**src/rtl/portal_indication_mux.sv**
```systemverilog
`default_nettype none
// ============================================================================
// Module : portal_indication_mux
// Brief  : Round-robin serialiser of one-deep indication buffers into a shared
//          word FIFO (header + payload words). PORTAL_INTR_MASK_EN adds intr_enable.
// Rev    : 1.0  initial release
// ============================================================================
module portal_indication_mux #(
  parameter int                        NUM_METHODS = 4,
  parameter int                        MAX_WORDS   = 4,
  parameter logic [16*NUM_METHODS-1:0] SIZE_TABLE  = {NUM_METHODS{16'd32}},
  parameter int                        DEPTH       = 16,
  parameter logic [31:0]               CHANNEL_ID  = 32'd0
) (
  input  logic                                CLK,
  input  logic                                RST_N,
  input  logic [NUM_METHODS*MAX_WORDS*32-1:0] ifc_enq_v,
  input  logic [NUM_METHODS-1:0]              EN_ifc_enq,
  output logic [NUM_METHODS-1:0]              RDY_ifc_enq,
  input  logic [15:0]                         messageSize_size_methodNumber,
  output logic [15:0]                         messageSize_size,
  output logic                                RDY_messageSize_size,
  output logic [31:0]                         ind_first,
  output logic                                RDY_ind_first,
  input  logic                                EN_ind_deq,
  output logic                                RDY_ind_deq,
  output logic                                ind_notEmpty,
  output logic                                RDY_ind_notEmpty,
`ifdef PORTAL_INTR_MASK_EN
  input  logic                                intr_enable,
`endif
  output logic                                intr_status,
  output logic                                RDY_intr_status,
  output logic [31:0]                         intr_channel,
  output logic                                RDY_intr_channel
);

  localparam int c_idx_w = (NUM_METHODS > 1) ? $clog2(NUM_METHODS) : 1;
  localparam int c_ptr_w = $clog2(DEPTH);
  localparam int c_cnt_w = c_ptr_w + 1;
  localparam int c_msg_w = MAX_WORDS * 32;

  typedef enum logic [1:0] {
    ST_IDLE = 2'd0,
    ST_HDR  = 2'd1,
    ST_PAY  = 2'd2,
    ST_DONE = 2'd3
  } state_t;

  state_t                   r_state, w_state_nxt;
  logic [NUM_METHODS-1:0]   r_valid, w_valid_nxt, w_clr;
  logic [c_msg_w-1:0]       r_payload [NUM_METHODS];
  logic [c_idx_w-1:0]       r_grant, r_rr_last, w_pick;
  logic                     w_found;
  logic [4:0]               r_widx, w_cur_words;
  logic [5*NUM_METHODS-1:0] w_words;
  logic [31:0]              w_header, w_cur_word, w_push_data;
  logic                     w_push, w_pop, w_full, w_empty;
  logic [31:0]              r_mem [DEPTH];
  logic [c_ptr_w-1:0]       r_wr_ptr, r_rd_ptr;
  logic [c_cnt_w-1:0]       r_count;

  // Per-method payload word count (ceil of bits/32, clamped) and holding buffer
  for (genvar gi = 0; gi < NUM_METHODS; gi++) begin : g_method
    localparam int c_raw = (32'(SIZE_TABLE[16*gi +: 16]) + 31) / 32;
    assign w_words[5*gi +: 5] = 5'((c_raw > MAX_WORDS) ? MAX_WORDS : c_raw);

    always_ff @(posedge CLK) begin
      if (EN_ifc_enq[gi] && !r_valid[gi])
        r_payload[gi] <= ifc_enq_v[gi*c_msg_w +: c_msg_w];
    end
  end

  assign w_clr       = (r_state == ST_DONE) ? (NUM_METHODS'(1) << r_grant) : '0;
  assign w_valid_nxt = (r_valid | EN_ifc_enq) & ~w_clr;

  always_ff @(posedge CLK or negedge RST_N) begin
    if (!RST_N) r_valid <= '0;
    else        r_valid <= w_valid_nxt;
  end

  // Search starts just after the last served method so every requester gets a turn
  always_comb begin : arb
    logic [NUM_METHODS-1:0] sh;
    int                     j;
    w_pick  = r_rr_last;
    w_found = 1'b0;
    sh      = '0;
    j       = 0;
    for (int k = 1; k <= NUM_METHODS; k++) begin
      j  = (32'(r_rr_last) + k) % NUM_METHODS;
      sh = r_valid >> j;
      if (!w_found && sh[0]) begin
        w_found = 1'b1;
        w_pick  = c_idx_w'(j);
      end
    end
  end

  assign w_cur_words = 5'(w_words >> (5 * 32'(r_grant)));
  assign w_cur_word  = 32'(r_payload[r_grant] >> (32 * 32'(r_widx)));
  assign w_header    = {16'(r_grant), 16'(w_cur_words) + 16'd1};

  always_comb begin
    w_state_nxt = r_state;
    w_push      = 1'b0;
    w_push_data = 32'd0;
    case (r_state)
      ST_IDLE: if (w_found) w_state_nxt = ST_HDR;
      ST_HDR: begin
        w_push_data = w_header;
        if (!w_full) begin
          w_push      = 1'b1;
          w_state_nxt = (w_cur_words == 5'd0) ? ST_DONE : ST_PAY;
        end
      end
      ST_PAY: begin
        w_push_data = w_cur_word;
        if (!w_full) begin
          w_push = 1'b1;
          if (r_widx == w_cur_words - 5'd1) w_state_nxt = ST_DONE;
        end
      end
      ST_DONE: w_state_nxt = ST_IDLE;
      default: w_state_nxt = ST_IDLE;
    endcase
  end

  always_ff @(posedge CLK or negedge RST_N) begin
    if (!RST_N) r_state <= ST_IDLE;
    else        r_state <= w_state_nxt;
  end

  always_ff @(posedge CLK or negedge RST_N) begin
    if (!RST_N) begin
      r_grant   <= '0;
      r_rr_last <= c_idx_w'(NUM_METHODS - 1);
      r_widx    <= 5'd0;
    end else begin
      case (r_state)
        ST_IDLE: if (w_found) r_grant <= w_pick;
        ST_HDR:  r_widx <= 5'd0;
        ST_PAY:  if (w_push) r_widx <= r_widx + 5'd1;
        ST_DONE: r_rr_last <= r_grant;
        default: ;
      endcase
    end
  end

  // Output FIFO: status from the registered count only, so no same-cycle bypass
  assign w_full  = (r_count == c_cnt_w'(DEPTH));
  assign w_empty = (r_count == '0);
  assign w_pop   = EN_ind_deq && !w_empty;

  always_ff @(posedge CLK) begin
    if (w_push) r_mem[r_wr_ptr] <= w_push_data;
  end

  always_ff @(posedge CLK or negedge RST_N) begin
    if (!RST_N) begin
      r_wr_ptr <= '0;
      r_rd_ptr <= '0;
      r_count  <= '0;
    end else begin
      if (w_push) r_wr_ptr <= r_wr_ptr + 1'b1;
      if (w_pop)  r_rd_ptr <= r_rd_ptr + 1'b1;
      case ({w_push, w_pop})
        2'b10:   r_count <= r_count + 1'b1;
        2'b01:   r_count <= r_count - 1'b1;
        default: r_count <= r_count;
      endcase
    end
  end

  assign RDY_ifc_enq          = ~r_valid;
  assign messageSize_size     = (32'(messageSize_size_methodNumber) < NUM_METHODS)
                              ? 16'(SIZE_TABLE >> (16 * 32'(messageSize_size_methodNumber)))
                              : 16'd0;
  assign RDY_messageSize_size = 1'b1;
  assign ind_notEmpty         = !w_empty;
  assign ind_first            = w_empty ? 32'd0 : r_mem[r_rd_ptr];
  assign RDY_ind_first        = ind_notEmpty;
  assign RDY_ind_deq          = ind_notEmpty;
  assign RDY_ind_notEmpty     = 1'b1;
`ifdef PORTAL_INTR_MASK_EN
  assign intr_status          = ind_notEmpty & intr_enable;
`else
  assign intr_status          = ind_notEmpty;
`endif
  assign RDY_intr_status      = 1'b1;
  assign intr_channel         = CHANNEL_ID;
  assign RDY_intr_channel     = 1'b1;

endmodule
`default_nettype wire

```
**config.mk**
```make
export PLATFORM = sky130hd
export DESIGN_NAME = portal_indication_mux
export DESIGN_NICKNAME = d
export VERILOG_FILES = /design/src/rtl/portal_indication_mux.sv
export SDC_FILE = /design/constraint.sdc
export NUM_CORES = 1
export LEC_CHECK = 0
export ABC_AREA = 1
export CAP_MARGIN = 30
export CORE_UTILIZATION = 54
export CTS_BUF_LIST = sky130_fd_sc_hd__clkbuf_8 sky130_fd_sc_hd__clkbuf_16
export CTS_CLUSTER_SIZE = 30
export DETAILED_ROUTE_END_ITERATION = 10
export PLACE_DENSITY = 0.76
export SYNTH_ARGS = -nofsm -noshare
export SYNTH_HDL_FRONTEND = slang
export SYNTH_SLANG_ARGS = --single-unit
```
**constraint.sdc**
```tcl
create_clock -name CLK -period 7.1 [get_ports CLK]
set_input_delay 0.71 -clock CLK [delete_from_list [all_inputs] [get_ports CLK]]
set_output_delay 0.71 -clock CLK [all_outputs]
set_load 0.05 [all_outputs]
```
After elaboration in Yosys (flattened, before gate mapping)
Memories as Yosys holds them, arrays and structs flattened.
Index checks and enable logic that the tools add are counted.
{"block": "op_classes", "n_mul": 1, "n_eq_ne": 12, "n_mux": 33, "n_reduce_logical": 25, "n_shift": 8, "addsub": 11, "n_lt_le_gt_ge": 1, "bitwise": 4}
{"op": "$shr A128 B10 Y32", "n": 1}
{"op": "$pmux W32 S2", "n": 1}
{"op": "$shr A54 B20 Y16 const A", "n": 1}
{"op": "$mux W32", "n": 1}
{"op": "$pmux W5 S2", "n": 2}
{"op": "$mux W1", "n": 17}
{"op": "$lt A16 B3 Y1 const B", "n": 1}
{"op": "$mux W16", "n": 1}
{"op": "$mux W2", "n": 8}
{"op": "$shr A16 B5 Y5 const A", "n": 1}
{"op": "$shr A4 B2 Y1", "n": 4}
{"op": "$add A5 B1 Y5 const B", "n": 2}
{"op": "$logic_not A5 Y1", "n": 2}
{"op": "$ne A2 B2 Y1 const B", "n": 5}
{"op": "$sub A5 B1 Y5 const B", "n": 2}
{"op": "$add A4 B1 Y4 const B", "n": 2}
{"op": "$logic_and A1 B1 Y1", "n": 8}
{"op": "$logic_not A1 Y1", "n": 8}
{"op": "$not A4 Y4", "n": 2}
{"op": "$pmux W2 S4", "n": 1}
{"op": "$add A5 B1 Y6 const B", "n": 1}
{"op": "$eq A2 B2 Y1 const B", "n": 3}
{"op": "$eq A5 B5 Y1", "n": 1}
{"op": "$eq A5 B5 Y1 const B", "n": 1}
{"op": "other kinds (14)", "n": 19}
{"block": "totals", "wordCells": 105, "regBits": 28, "n_memories": 2, "mem_bits_rw": 1024, "out_inout_bits": 92, "input_bits": 535}
{"name": "r_mem", "depth": 16, "width": 32, "rd": 1, "rd_clocked_by_memory_dff": 0, "wr": 1, "line": "59", "source": "logic [31:0] r_mem [DEPTH];"}
{"name": "r_payload", "depth": 4, "width": 128, "rd": 1, "rd_clocked_by_memory_dff": 0, "wr": 4, "line": "52", "source": "logic [c_msg_w-1:0] r_payload [NUM_METHODS];"}

Logic depth before layout (Yosys ltp)
Gate-level depths: netlist of run 1.
{"block": "depth", "ltp_word": 14, "ltp_mapped": 18, "depth_no_buf": 17}

Worst setup path after synthesis of run 1
Ideal clock, no wire load.
{"block": "synth_path", "path_kind": "input to register", "from": "input EN_ifc_enq[0]", "to": "memory r_payload[0][0] in the netlist's numbering, enable pin", "n_path_buf": 0, "slack_ns": 0.346, "arrival_ns": 6.133, "setup_ns": 0.621, "path_stages": 2, "path_cell_list": "inv_1 -> nor2_1"}
{"item": "start, declared", "line": "18", "source": "input logic [NUM_METHODS-1:0] EN_ifc_enq,"}
{"item": "end, declared", "line": "52"}

Worst setup path after layout of run 1
{"block": "layout_path", "from": "register r_rd_ptr[1]", "to": "output ind_first[12]"}
{"block": "layout_via", "elab_chain_cells": 2}
{"item": "start, declared", "line": "60", "source": "logic [c_ptr_w-1:0] r_wr_ptr, r_rd_ptr;"}
{"item": "start signal, assigned", "line": "166", "source": "if (w_pop) r_rd_ptr <= r_rd_ptr + 1'b1;"}
{"item": "$mem_v2 Z16 W32"}
{"item": "$mux W32", "line": "181", "source": "assign ind_first = w_empty ? 32'd0 : r_mem[r_rd_ptr];"}
{"item": "end, declared", "line": "23", "source": "output logic [31:0] ind_first,"}
No other way between the ends.

==> results_dict.tcl, run 1 <==
set metrics [dict create \
    die_height_um 281.9 \
    gp_congestion 0.8671 \
    nets 4430 \
    synth.avg_cell_area_um2 12.69 \
    maxSlewHeadroom 0.2319 \
    netlist.top_cell.by_area "edfxtp_1" \
    start_util 0.5460 \
    wire_per_inst_um 25.30 \
    synth_edf_count 1024 \
    skew_ns 0.04191 \
    io_buffers 573 \
    cp_max_fo 69 \
    synth_top_area_share 0.7270 \
    grt_max_degree 129 \
    synth_top_cells_by_area "edfxtp_1 (73%), nand2_1 (7.5%), nand3_1 (5.8%)" \
    netlist_area_um2 42290 \
    synth_most_common_cell "edfxtp_1" \
    clock_path_buffers 3 \
    yosysSeqAreaShare 0.7437 \
    status "complete, no violations" \
    tritoncts "built" \
    p_leak_nw 18.78 \
    final_layout_size_suffix_gt1_frac 0.06354 \
    clk_pin_slew_ns 0.06 \
    hp-class "input pin to asynchronous set/reset pin" \
    switchingPower_mw 8.577 \
    synth_common_cells "edfxtp_1 (1024), nand2_1 (840), nand3_1 (489), a21oi_1 (170), inv_1 (132)" \
    critPathKind "register to output port" \
    die_w_um 281.9 \
    rsz0062_at_grt "false" \
    clk-insertion-delay-late_ns 0.68 \
    via_count 29090 \
    finalSetupTns_ns 0 \
    pwr-share-clk 0.238 \
    antenna_found_initial 52 \
    required_ns 6.39 \
    cts-resized-gates 0 \
    setup_violations 0 \
    cts_sinks 1052 \
    maxCapViolations 0 \
    end_kind "output port" \
    routed_wl_um 127800 \
    p_seq_frac 0.389 \
    htree_levels 3 \
    maxSlewViolCount 0 \
    cts_root_buf "clkbuf_16" \
    gr-total-overflow 0 \
    irDropWorstVdd_mv 0.3699 \
    fmax_ghz 0.2079 \
    synth_warnings 0 \
    p_int_mw 13.45 \
    finalCriticalPeriod_ns 4.810 \
    drc_errors 0 \
    ys_types 36 \
    grt_pass1_vias 27930 \
    routed_via_density 5.759 \
    fill_cells 5310 \
    first_iter_violations 3328 \
    dp_hpwl_um 78910 \
    hold_viol_final 0 \
    cts_setup_buffers 0 \
    start_kind "register" \
    cts_buffers 101 \
    synthCells 3332 \
    antenna_left 0 \
    worst_pin_slew_ns 1.150 \
    ys_ff_latch 1052 \
    die-area_um2 79450 \
    dpl_cell_area_um2 48940 \
    grt_use_total 0.3204 \
    crit_arrival_ns 4.10 \
    core_um2 77470 \
    fin_crit_sh 0.6774 \
    area_growth_pct 23.72 \
    rows 102 \
    reg2reg_setup_slack_ns 2.96 \
    ctsHoldBuffers 0 \
    p_per_area_nw_per_um2 420.9 \
    comb_power_share 0.373 \
    dr.pass1.iters 6 \
    grt_pass1_wl_um 181900 \
    async_flop_share 0.02662 \
    final_area_um2 52330 \
    swShare 0.3895 \
    synth_flop_cell "edfxtp_1" \
    io_pins 627 \
]
cell type report:
type / count / area, µm² / share of cell area
tap: 1040 / 1301 / 0.02487
sequential: 1052 / 31470 / 0.6013
inverter: 139 / 531.8 / 0.01016
timing repair buffer: 640 / 6391 / 0.1221
clock inverter: 86 / 689.4 / 0.01318
antenna: 46 / 115.1 / 0.002200
clock buffer: 102 / 2552 / 0.04878
multi-input combinational: 1947 / 9280 / 0.1774
cells by family (layout without fill, tap and decap cells):
family / after synthesis / in the layout / synth area share
AOI/OAI and AO/OA: 309 / 309 / 0.04405
xor gates and xnor gates: 14 / 14 / 0.002899
adders and majority gates: 14 / 14 / 0.004142
buffers and inverters: 382 / 967 / 0.04488
DFF: 1052 / 1052 / 0.7437
muxes: 1 / 1 / 0.0002662
other: 2 / 97 / 0.0001776
and+or+nand+nor: 1558 / 1558 / 0.1599
per-stage QoR:
stage	setup slack [ns]	power [mW]	util	cells	hold slack, ns
final	2.290	22.02	0.6755	5052	0.4702
after global routing	2.072	22.95	0.6753	5047	0.4860
after CTS	2.281	21.98	0.6736	5002	0.4542
after detailed placement	2.985	16.78	0.6317	4814	0.5223
after global placement	2.971	16.55	0.6301	4801	0.5219
after floorplan	0.3458	13.85	-	3381	0.4144
power by group through the flow:
stage / Clock [mW] / Sequential (mW) / Combinational [mW]
2_1_floorplan: 0 / 8.56 / 5.29
3_3_place_gp: 0 / 8.65 / 7.91
3_5_place_dp: 0 / 8.67 / 8.10
4_1_cts: 5.28 / 8.55 / 8.15
5_1_grt: 5.52 / 8.62 / 8.81
6_report: 5.24 / 8.56 / 8.22
per-layer routing:
metal  routed length, µm  GRT usage  vias to the layer above  share of wire
met2               62370     0.5159                     1815           0.49
met4                7067     0.1828                       10          0.055
met3               12600    0.06256                      288          0.099
met5                  60          0                        -        0.00047
met1               45730     0.4083                    14030           0.36
li1                    -          -                    12950              -
worst max-delay path, cell delays in order (launching register included):
cell	delay, ns
dfrtp_4	0.43
buf_4	0.66
buf_4	0.85
nand3_1	0.19
nand3_1	0.14
a21oi_1	0.10
o21a_1	0.26
clkdlybuf4s50_1	0.73
final timing paths:
check	start	end	cells after the start
worst max-delay path	r_rd_ptr[1]$_DFFE_PN0P_	ind_first[12]	7
worst min-delay path	RST_N	r_valid[1]$_DFF_PN0_	2
worst max register to register	r_grant[0]$_DFFE_PN0P_	r_mem[15][7]$_DFFE_PP_	10
worst min register to register	r_count[0]$_DFFE_PN0P_	r_count[0]$_DFFE_PN0P_	1
max in group asynchronous	RST_N	r_widx[0]$_DFFE_PN0P_	2
min in group CLK	r_count[0]$_DFFE_PN0P_	r_count[0]$_DFFE_PN0P_	1
sequential cells by signal (all words and copies together) (netlist names):
signal     flops
r_count        5
r_grant        2
r_mem        512
r_payload    512
r_rd_ptr       4
r_rr_last      2
r_state        2
r_valid        4
r_widx         5
r_wr_ptr       4
cells in the final DEF (no fill, tap or decap), types with 9 or more instances in the layout:
cell	netlist	final
buf_12	0	11
nor2_1	130	109
conb_1	2	51
xor2_1	12	12
o21ai_0	12	12
nor2_4	0	20
clkdlybuf4s50_1	0	573
inv_1	132	150
clkbuf_16	0	102
nand3_1	489	489
nand3b_1	9	9
diode_2	0	46
a21oi_1	170	170
ha_1	14	14
clkinv_2	0	26
buf_4	61	52
edfxtp_1	1024	1024
a22oi_1	73	73
o21a_1	32	32
nand2_1	840	840
a21boi_1	18	18
nand4_1	81	81
clkinv_1	2	25
dfrtp_1	26	22
Power figures use the tool's default switching activity.
==> run 2, diff against run 1 <==
- clock period: 7.1 -> 4.45 ns (I/O delays scaled with it)
==> results_dict.tcl, run 2 (synthesis gave the netlist of run 1 again) <==
set metrics [dict create \
    status "complete, no violations" \
    reg2reg_setup_slack_ns 1.04 \
    die_w_um 281.9 \
    rsz0062_at_grt "false" \
    ctsHoldBuffers 0 \
    setup_violations 0 \
    antenna_found_initial 53 \
    fill_cells 5354 \
    r2r-start "r_grant[1]$_DFFE_PN0P_" \
    grt_max_degree 259 \
    cpPeakStageDelay_ns 0.71 \
    cts_setup_buffers 0 \
    cp_num_buf_inv 2 \
    finalCriticalPeriod_ns 3.697 \
    maxSlewViolCount 0 \
    reg_top3 "r_mem: 512 flops, r_payload: 512 flops" \
    finalSetupTns_ns 0 \
    end_kind "output port" \
    cts-resized-gates 0 \
    fmax_ghz 0.2705 \
    tritoncts "built" \
    wire_per_inst_um 25.28 \
    crit_arrival_ns 3.25 \
    io_buffers 573 \
    path_common_cell "nand3_1" \
    fin_crit_sh 0.8308 \
    cts_root_buf "clkbuf_16" \
    clk_pin_slew_ns 0.06 \
    whs_ns 0.1836 \
    hold_viol_final 0 \
    area_growth_pct 24.54 \
    grt_pass1_wl_um 182100 \
    routed_via_density 5.722 \
    final-seq-area_um2 31460 \
    io_pins 627 \
    layout_common_cells "edfxtp_1 (1024), nand2_1 (840), clkdlybuf4s50_1 (541), nand3_1 (489), a21oi_1 (170)" \
    dp_hpwl_um 82750 \
    path_cells "buf_12, nand2_1, nand3_1, nand3_1, a21oi_1, o21a_1, buf_4" \
    nets 4464 \
    gr-total-overflow 0 \
    die-area_um2 79450 \
    grt_use_total 0.3213 \
    final_common_cell "edfxtp_1" \
    maxCapViolations 0 \
    grt_pass1_vias 27850 \
    start_util 0.5460 \
    p_leak_nw 19.08 \
    htree_levels 3 \
    cp_top_family "buffers and inverters" \
    final_layout_size_suffix_gt1_frac 0.07990 \
    cts_buffers 105 \
    cp_max_fo 258 \
    first_iter_violations 3401 \
    multi_input_area_um2 9280 \
    via_count 29150 \
    antenna_left 0 \
    p_per_area_nw_per_um2 677.3 \
    required_ns 4.01 \
    drc_errors 0 \
    grt_use_met3 0.06206 \
    reg2reg_depth 7 \
    clk-insertion-delay-late_ns 0.67 \
    met2_usage 0.5211 \
    total_power_mw 35.68 \
    die_height_um 281.9 \
    grt-busiest-layer "met2" \
    core_um2 77470 \
    routed_wl_um 128800 \
    critPathKind "register to output port" \
    start_kind "register" \
    grt_util_met1 0.4036 \
    rows 102 \
    maxSlewHeadroom 0.1416 \
    clock_path_buffers 3 \
    crit_slowest_cell "buf_12" \
    skew_ns 0.02746 \
    gp_congestion 0.8935 \
    worstReg2RegEnd "r_mem[6][29]$_DFFE_PP_" \
    dr.pass1.iters 6 \
    worst_pin_slew_ns 1.288 \
    hp-class "input pin to asynchronous set/reset pin" \
    irDropWorstVdd_mv 0.9367 \
    cts_sinks 1052 \
]
==> run 2: cell count changes in the layout (fill, tap and decap cells not counted), moves of 2 or more <==
cell	previous run	this run
buf_6	4	0
bufinv_16	8	13
clkinv_16	3	1
clkbuf_16	102	108
buf_4	52	119
clkdlybuf4s50_1	573	541
diode_2	46	49
inv_1	150	152
==> run 2: worst register-to-register path, stage by stage, from the launching register on <==
cell and delay, ns:
dfrtp_1 0.76, inv_4 0.13, nor2_8 0.45, buf_12 0.34, a21oi_1 0.20, nand4_1 0.12
nand3_1 0.19, a21boi_1 0.88
==> run 2: worst max path at each step <==
stage,start,endpoint,cells after the start
floorplan,EN_ifc_enq[2],r_payload[2][0]$_DFFE_PP_,2
global placement,r_grant[1]$_DFFE_PN0P_,r_mem[14][29]$_DFFE_PP_,7
detailed placement,r_grant[1]$_DFFE_PN0P_,r_mem[10][29]$_DFFE_PP_,7
CTS,r_rd_ptr[0]$_DFFE_PN0P_,ind_first[8],8
global route,r_rd_ptr[0]$_DFFE_PN0P_,ind_first[8],8
finish,r_rd_ptr[0]$_DFFE_PN0P_,ind_first[2],7
==> run 2: stage by stage <==
step / utilization / instance area, µm² / worst slack [ns] / cells
6_report: 0.6799 / 52670 / 0.7528 / 5094
5_1_grt: 0.6798 / 52660 / 0.5584 / 5091
4_1_cts: 0.6782 / 52540 / 0.7216 / 5044
3_5_place_dp: 0.6335 / 49080 / 1.166 / 4847
3_3_place_gp: 0.6335 / 49080 / 1.207 / 4847
2_1_floorplan: - / 42490 / 0.2068 / 3381
==> run 2: power by group <==
group          internal [mW]  switching, mW  total (mW)
registers               13.0          0.536        13.6
logic                   3.73           9.52        13.3
clock network           5.14           3.71        8.85
==> run 2: layout make-up <==
type	instances	area share
Tap cell	1040	0.02470
Inverter	139	0.01010
Timing Repair Buffer	670	0.1236
Sequential cell	1052	0.5973
Antenna cell	49	0.002328
Clock inverter	89	0.01447
Multi-Input combinational cell	1947	0.1762
Clock buffer	108	0.05131
==> run 2: layer usage <==
| layer | wire length [µm] | vias up |
|---|---|---|
| li1 | - | 13010 |
| met1 | 45190 | 14050 |
| met2 | 64150 | 1790 |
| met3 | 12600 | 286 |
| met4 | 6747 | 12 |
| met5 | 86 | - |
